<file path="config.mk">
export PLATFORM = sky130hd
export DESIGN_NAME = csr_encoder_flat
export DESIGN_NICKNAME = d
export VERILOG_FILES = /design/src/rtl/csr_encoder_if.sv /design/src/rtl/csr_encoder.sv /design/src/flat_wrapper.sv
export SDC_FILE = /design/constraint.sdc
export NUM_CORES = 2
export LEC_CHECK = 0
export BUFFER_PORTS_ARGS = -buffer_cell sky130_fd_sc_hd__buf_2
export CAP_MARGIN = 20
export CORE_AREA = 2 2 563 565
export CTS_CLUSTER_SIZE = 25
export DETAILED_ROUTE_END_ITERATION = 6
export DIE_AREA = 0 0 565 567
export PLACE_DENSITY = 0.33
export SYNTH_ARGS = -nofsm -noshare
export SYNTH_HDL_FRONTEND = slang
export SYNTH_SLANG_ARGS = --single-unit
</file>
<file path="constraint.sdc">
create_clock -name clk -period 47.9 [get_ports clk]
set_input_delay 0 -clock clk [delete_from_list [all_inputs] [get_ports clk]]
set_output_delay 0 -clock clk [all_outputs]
set_load 0.005 [all_outputs]
</file>
<file path="src/rtl/csr_encoder_if.sv">
// Element stream into the CSR encoder: start pulse plus a valid/ready data handshake.
interface csr_encoder_if;
    logic               start;
    logic               in_valid;
    logic               in_ready;
    logic signed [31:0] in_data;

    modport master (output start, output in_valid, output in_data, input in_ready);
    modport slave  (input start, input in_valid, input in_data, output in_ready);
endinterface

</file>
<file path="src/rtl/csr_encoder.sv">
// Builds CSR arrays (val/col/rowPtr) from a row-major dense matrix stream.
// Zero elements are dropped; non-zeros beyond capacity raise a sticky overflow.
module csr_encoder #(
    parameter int n   = 10,
    parameter int m   = 4,
    parameter int nnz = 16
) (
    input  logic               clk,
    input  logic               rst,
    csr_encoder_if.slave       in_if,
    output logic signed [31:0] val_o       [nnz],
    output logic        [31:0] col_o       [nnz],
    output logic        [31:0] rowPtr_o    [n+1],
    output logic        [31:0] nnz_count_o,
    output logic               done_o,
    output logic               overflow_o
);
    localparam int VW = $clog2(nnz);
    localparam int RW = $clog2(n + 1);

    typedef enum logic [1:0] {IDLE, LOAD, DONE} state_e;

    state_e             state_q, state_d;
    logic signed [31:0] val_q [nnz], val_d [nnz];
    logic        [31:0] col_q [nnz], col_d [nnz];
    logic        [31:0] rp_q  [n+1], rp_d  [n+1];
    logic        [31:0] cnt_q, cnt_d, r_q, r_d, c_q, c_d;
    logic        [31:0] cnt_acc;
    logic               ovf_q, ovf_d;
    logic [VW-1:0]      vidx;
    logic [RW-1:0]      ridx;

    always_comb begin
        state_d        = state_q;
        val_d          = val_q;
        col_d          = col_q;
        rp_d           = rp_q;
        cnt_d          = cnt_q;
        r_d            = r_q;
        c_d            = c_q;
        ovf_d          = ovf_q;
        cnt_acc        = cnt_q;
        vidx           = cnt_q[VW-1:0];
        ridx           = RW'(r_q + 32'd1);
        in_if.in_ready = 1'b0;
        done_o         = (state_q == DONE);

        unique case (state_q)
            IDLE, DONE: begin
                if (in_if.start) begin
                    state_d = LOAD;
                    val_d   = '{default: '0};
                    col_d   = '{default: '0};
                    rp_d    = '{default: '0};
                    cnt_d   = '0;
                    r_d     = '0;
                    c_d     = '0;
                    ovf_d   = 1'b0;
                end
            end
            LOAD: begin
                in_if.in_ready = 1'b1;
                if (in_if.in_valid) begin
                    if (in_if.in_data != 0) begin
                        if (cnt_q < nnz) begin
                            val_d[vidx] = in_if.in_data;
                            col_d[vidx] = c_q;
                            cnt_acc     = cnt_q + 32'd1;
                        end else begin
                            ovf_d = 1'b1;
                        end
                    end
                    cnt_d = cnt_acc;
                    // Row pointer includes the element accepted on this same edge.
                    if (c_q == m - 1) begin
                        rp_d[ridx] = cnt_acc;
                        c_d        = '0;
                        r_d        = r_q + 32'd1;
                        if (r_q == n - 1) state_d = DONE;
                    end else begin
                        c_d = c_q + 32'd1;
                    end
                end
            end
            default: state_d = IDLE;
        endcase
    end

    always_ff @(posedge clk or posedge rst) begin
        if (rst) begin
            state_q <= IDLE;
            val_q   <= '{default: '0};
            col_q   <= '{default: '0};
            rp_q    <= '{default: '0};
            cnt_q   <= '0;
            r_q     <= '0;
            c_q     <= '0;
            ovf_q   <= 1'b0;
        end else begin
            state_q <= state_d;
            val_q   <= val_d;
            col_q   <= col_d;
            rp_q    <= rp_d;
            cnt_q   <= cnt_d;
            r_q     <= r_d;
            c_q     <= c_d;
            ovf_q   <= ovf_d;
        end
    end

    assign val_o       = val_q;
    assign col_o       = col_q;
    assign rowPtr_o    = rp_q;
    assign nnz_count_o = cnt_q;
    assign overflow_o  = ovf_q;
endmodule

</file>
<file path="src/flat_wrapper.sv">
// flat-port wrapper written by rule: the top's interface ports become plain ports
module csr_encoder_flat 
#(
    parameter int n   = 10,
    parameter int m   = 4,
    parameter int nnz = 16
)
  (clk, rst, val_o, col_o, rowPtr_o, nnz_count_o, done_o, overflow_o, in_if_start, in_if_in_valid, in_if_in_data, in_if_in_ready);
  csr_encoder_if in_if_i ();
  input  logic clk;
  input  logic rst;
  output logic signed [31:0] val_o[nnz];
  output logic        [31:0] col_o[nnz];
  output logic        [31:0] rowPtr_o[n+1];
  output logic        [31:0] nnz_count_o;
  output logic done_o;
  output logic overflow_o;
  input wire logic [$bits(in_if_i.start)-1:0] in_if_start;
  input wire logic [$bits(in_if_i.in_valid)-1:0] in_if_in_valid;
  input wire logic [$bits(in_if_i.in_data)-1:0] in_if_in_data;
  output wire logic [$bits(in_if_i.in_ready)-1:0] in_if_in_ready;
  assign in_if_i.start = in_if_start;
  assign in_if_i.in_valid = in_if_in_valid;
  assign in_if_i.in_data = in_if_in_data;
  assign in_if_in_ready = in_if_i.in_ready;
  csr_encoder #(.n(n), .m(m), .nnz(nnz)) u_core (.clk(clk), .rst(rst), .in_if(in_if_i), .val_o(val_o), .col_o(col_o), .rowPtr_o(rowPtr_o), .nnz_count_o(nnz_count_o), .done_o(done_o), .overflow_o(overflow_o));
endmodule
</file>
; ---- Yosys cells after proc, flatten, opt, wreduce, memory -nomap -nowiden
; Cells that the tools add are included.
[totals]
wordCells = 124
output_inout_bits = 1411
reg_bits = 1475
[classes]
reduce_logical = 11
n_mux = 44
bitwise_logic = 2
n_eq_ne = 11
n_lt_le_gt_ge = 5
n_addsub = 3
[op_table]
columns = cell, n
row1 = two-way mux 512 bit, 7
row2 = case mux 512 bit (2 select lines), 2
row3 = two-way mux 352 bit, 3
row4 = bitwise mux 512 bit, 2
row5 = case mux 352 bit (2 select lines), 1
row6 = two-way mux 32 bit, 12
row7 = bitwise mux 352 bit, 1
row8 = demux 32 bit (select 4 bit), 2
row9 = case mux 32 bit (2 select lines), 3
row10 = "adder 32 x 1 -> 32 bit, second input constant", 3
row11 = "== test 32 x 2 -> 1 bit, second input constant", 1
row12 = "== test 32 x 4 -> 1 bit, second input constant", 1
row13 = "< comparator 32 x 5 -> 1 bit, second input constant", 1
row14 = nonzero test 32 bit, 1
row15 = ">= comparator 5 bit, second input constant", 2
row16 = "< comparator 5 x 1 -> 1 bit, second input constant", 2
row17 = NOT 4 -> 5 bit, 2
row18 = AND reduction 5 bit, 2
row19 = two-way mux 2 bit, 4
row20 = "inequality test 2 x 1 -> 1 bit, second input constant", 4
row21 = AND reduction 4 bit, 2
row22 = "inequality test 2 bit, second input constant", 3
row23 = two-way mux 1 bit, 5
row24 = case mux 2 bit (2 select lines), 1
row25 = other kinds (8), 9

; ---- Logic depth before layout (Yosys ltp)
[depth]
word_depth = 10
ltp_mapped = 9
depth_no_buf = 6

; ---- Least setup slack after synthesis
; No wires, ideal clock.
[synth_timing]
path_kind = register to register
startpoint = register u_core.cnt_q[26], in the netlist u_core.nnz_count_o[26]
endpoint = register u_core.col_q, in the netlist u_core.col_o[201]
n_path_buf = 2
path_stages_with_launch = 8
arrival_ps = 2114
path_slack_ps = 45655
required_ps = 47768
setup_ps = 132
path_cell_list = dfrtp_1 nor4_4 nand3_2 buf_2 nor4_1 o22ai_4 buf_4 o2bb2ai_1
[synth_via]
elab_chain_len = 3
[synth_lines]
columns = element, line_no
row1 = "start, declared", csr_encoder.sv:27  ; logic [31:0] cnt_q, cnt_d, r_q, r_d, c_q, c_d;
row2 = "start signal, assigned", csr_encoder.sv:104  ; cnt_q <= cnt_d;
row3 = < comparator 32 x 5 -> 1 bit, csr_encoder.sv:65  ; if (cnt_q < nnz) begin
row4 = inequality test 2 x 1 -> 1 bit (no line), -
row5 = AND reduction 5 bit (no line), -
row6 = "end signal, assigned", csr_encoder.sv:102  ; col_q <= col_d;
row7 = "end, declared", csr_encoder.sv:25  ; logic [31:0] col_q [nnz], col_d [nnz];
; Every way passes these cells.
; A chain may end at the register's enable or synchronous reset.

; ---- Worst setup path in the final report
[layout_timing]
startpoint = input in_if_in_data[17]
endpoint = register u_core.col_q, in the netlist u_core.col_o[469]
[layout_via]
elab_chain_len = 3
[layout_lines]
columns = element, line_no
row1 = "start, declared", flat_wrapper.sv:20  ; input wire logic [$bits(in_if_i.in_data)-1:0] in_if_in_data;
row2 = nonzero test 32 bit, csr_encoder.sv:64  ; if (in_if.in_data != 0) begin
row3 = inequality test 2 x 1 -> 1 bit (no line), -
row4 = AND reduction 5 bit (no line), -
; Every way passes these cells.

==> results.tsv <==
metric	value	unit
fill cell count	33626	
post-CTS setup buffers	0	
Hold Slack	0.08754	ns
status	finished clean	
initial antenna violation count	18	
gr ovfl total	0	
vias per cell	4.426	
Layout Utilization	23.95	%
fin cells	10069	
predominant post-synthesis flop cell	dfrtp_1	
Die H	567	um
worst setup path end	u_core.col_o[469]	
Area contributors post-synth	dfrtp_1 65%, o2bb2ai_1 16%, mux2i_1 6.4%	
worst reg-to-reg path cell count	7	
CP required	48.60	ns
Post-CTS Hold Fix Bufs	39	
CTS resizes	0	
Worst-Skew Late Latency	0.91	ns
worst-margin pin slew	1.210	ns
Root Driver	clkbuf_16	
largest net degree at the start of global routing	195	
Yosys top cell by area	dfrtp_1	
Worst setup EP type	flop	
CTS clock-pin slew for the worst setup and hold paths	0.06	ns
Post-synth ARST share	100.0	%
routability cong.	0.8434	
DRT iter0 DRCs	3168	
RSZ-0062 raised after global routing	false	
TritonCTS buffer count	185	
Worst slew margin	19.31	%
endpoints failing setup	0	
vias	44562	
Die ar.	0.3204	mm2
Fin Setup TNS	0	ns
syn avg cell area	13.02	um2
IO Port Bufs	1446	
vias in the first global route	45797	
global-route usage over all layers	20.11	%
first-pass GRT wire length	443800	um
Initial Util	18.20	%
Placed Instances	9690	
Syn Nets	4436	
r2r startpoint	u_core.nnz_count_o[26]	
clk buf depth	4	
Nets	5805	
pre-CTS WS	42.11	ns
Leakage Power	38.14	nW
# DRC	0	
Setup CP Type	in2reg	
Detail Placement HPWL	238700	um
Post-synth EDFFs	0	
Pwr Density	53.74	mW/mm2
Yosys top cell area share	64.59	%
min Tclk post-route	5.331	ns
fin area	0.07517	mm2
drt pass-1 iters	5	
worst reg2reg endpoint	u_core.val_o[94]	
# Max-Cap Violations	0	
Ys Warns	0	
crit path DAT	6.03	ns
Mapped Area	0.05715	mm2
Tightest Hold Check Type	in2reg	
Core ar.	0.3139	mm2
Tot Pwr	4.040	mW
Final Hold Viols	0	
worst setup path startpoint	in_if_in_data[17]	
sequential share of the synthesized area	64.59	%
worst clock skew	0.1170	ns
Critical Path Source Type	input pin	
Post-Synthesis Cells	4389	
Routed Antenna Nets	0	
clock tree from TritonCTS	built	
Seq cells post-synth	1475	
I/O pin count	1447	
wire length per cell	33.05	um
CTS sink cnt	1475	
fmax	0.1876	GHz
Die Wd	565	um
setup slack, reg-to-reg	43.02	ns
Cell Rows	206	
H-tree levels	4	
Post-DP Area	0.06861	mm2
library cells used by synthesis	54	
fin crit share	11.13	%
Final WS setup	42.57	ns
Crit Path Max Fanout	71	
Area Growth Syn to Fin	31.54	%
routed wire length	332800	um
VDD IR max	0.00003365	V
share of cells above drive strength 1	32.39	%
Final Max Slew Viols	0	
[per-layer routing]
layer | GRT usage (%) | wire, um | up-vias
met4 | 6.096 | 11270 | 0
met3 | 7.251 | 30260 | 387
met1 | 24.68 | 136300 | 23540
met2 | 32.71 | 155000 | 1777
met5 | 0 | 0 | -
li1 | - | - | 18858
[state kept, by name (all words and copies together), names as in the netlist]
signal,count
u_core.c_q,32
u_core.rowPtr_o,352
u_core.r_q,32
u_core.val_o,512
u_core.overflow_o,1
u_core.state_q,2
u_core.col_o,512
u_core.nnz_count_o,32
[Yosys cell counts (all sizes together), types with 4 or more instances]
cell type	instances
o21ai	24
nor2	44
o22ai	16
a22o	5
or4	20
and4	8
clkbuf	255
and2	31
nor4	47
xnor2	4
inv	14
o2bb2ai	1024
xor2	22
nand4	32
nand2	683
mux2i	363
nand3	32
nor3	13
nand2b	12
buf	163
a21oi	26
nor4b	4
a2111oi	5
o31ai	15
nor2b	4
and3	15
dfrtp	1475
or3	5
ha	11
[report_power, final]
part | internal [mW] | switching (mW) | total, mW
clock | 0.838 | 0.601 | 1.44
sequential | 1.43 | 0.125 | 1.56
combinational | 0.303 | 0.740 | 1.04
[how the worst min path moves through the flow]
stage	startpoint	endpoint	slack, ns	depth (start not counted)
global placement	rst	u_core.val_o[84]	0.20	2
CTS	in_if_in_data[12]	u_core.val_o[428]	0.0005	4
detailed placement	rst	u_core.val_o[84]	0.19	2
finish	in_if_in_data[9]	u_core.val_o[489]	0.09	4
global route	in_if_in_data[12]	u_core.val_o[300]	0.06	4
floorplan	in_if_start	u_core.state_q[1]	0.17	2
[cell families (layout without fill, tap and decap cells)]
logic type / Yosys count / after routing / synth area share [%]
xor+xnor: 26 / 26 / 0.3985
simple gates: 954 / 954 / 7.383
mux: 365 / 365 / 6.398
compound gates: 1126 / 1126 / 17.17
buf+inv: 432 / 1943 / 3.823
fa+ha+maj: 11 / 11 / 0.2408
other cells: 0 / 9 / 0
flops: 1475 / 1475 / 64.59
[layout make-up]
class / instances / area [um2] / share of cell area (%)
repair buffers: 1600 / 8606 / 11.45
clock buffers: 273 / 5464 / 7.269
diodes: 9 / 22.52 / 0.02996
inverters: 14 / 60.06 / 0.07989
multi-input cells: 2482 / 18280 / 24.31
clock inverters: 56 / 629.4 / 0.8372
well taps: 4160 / 5205 / 6.924
flip-flops and latches: 1475 / 36910 / 49.10
[critical path, stage by stage]
cell           delay, ns
dlygate4sd3_1       0.54
buf_2               0.20
nor4_1              0.89
and4_1              0.87
a211oi_4            0.28
nand2_4             0.45
buf_4               0.60
buf_4               0.85
buf_4               0.90
o2bb2ai_1           0.17
[cell usage in the layout, fill, tap and decap left out, types with 24 or more instances in the layout]
cell type and count:
nor4_1 41, nand3_1 25, and2_1 31, clkinv_2 30, buf_2 1446, dlygate4sd3_1 39, clkbuf_1 41, o2bb2ai_1 1024
nand2_1 682, clkbuf_16 188, a21oi_1 24, nor2_1 39, nand4_1 32, dfrtp_1 1475, mux2i_1 360, buf_4 107
clkbuf_8 44
No activity file was read; power rests on OpenSTA's default activity.
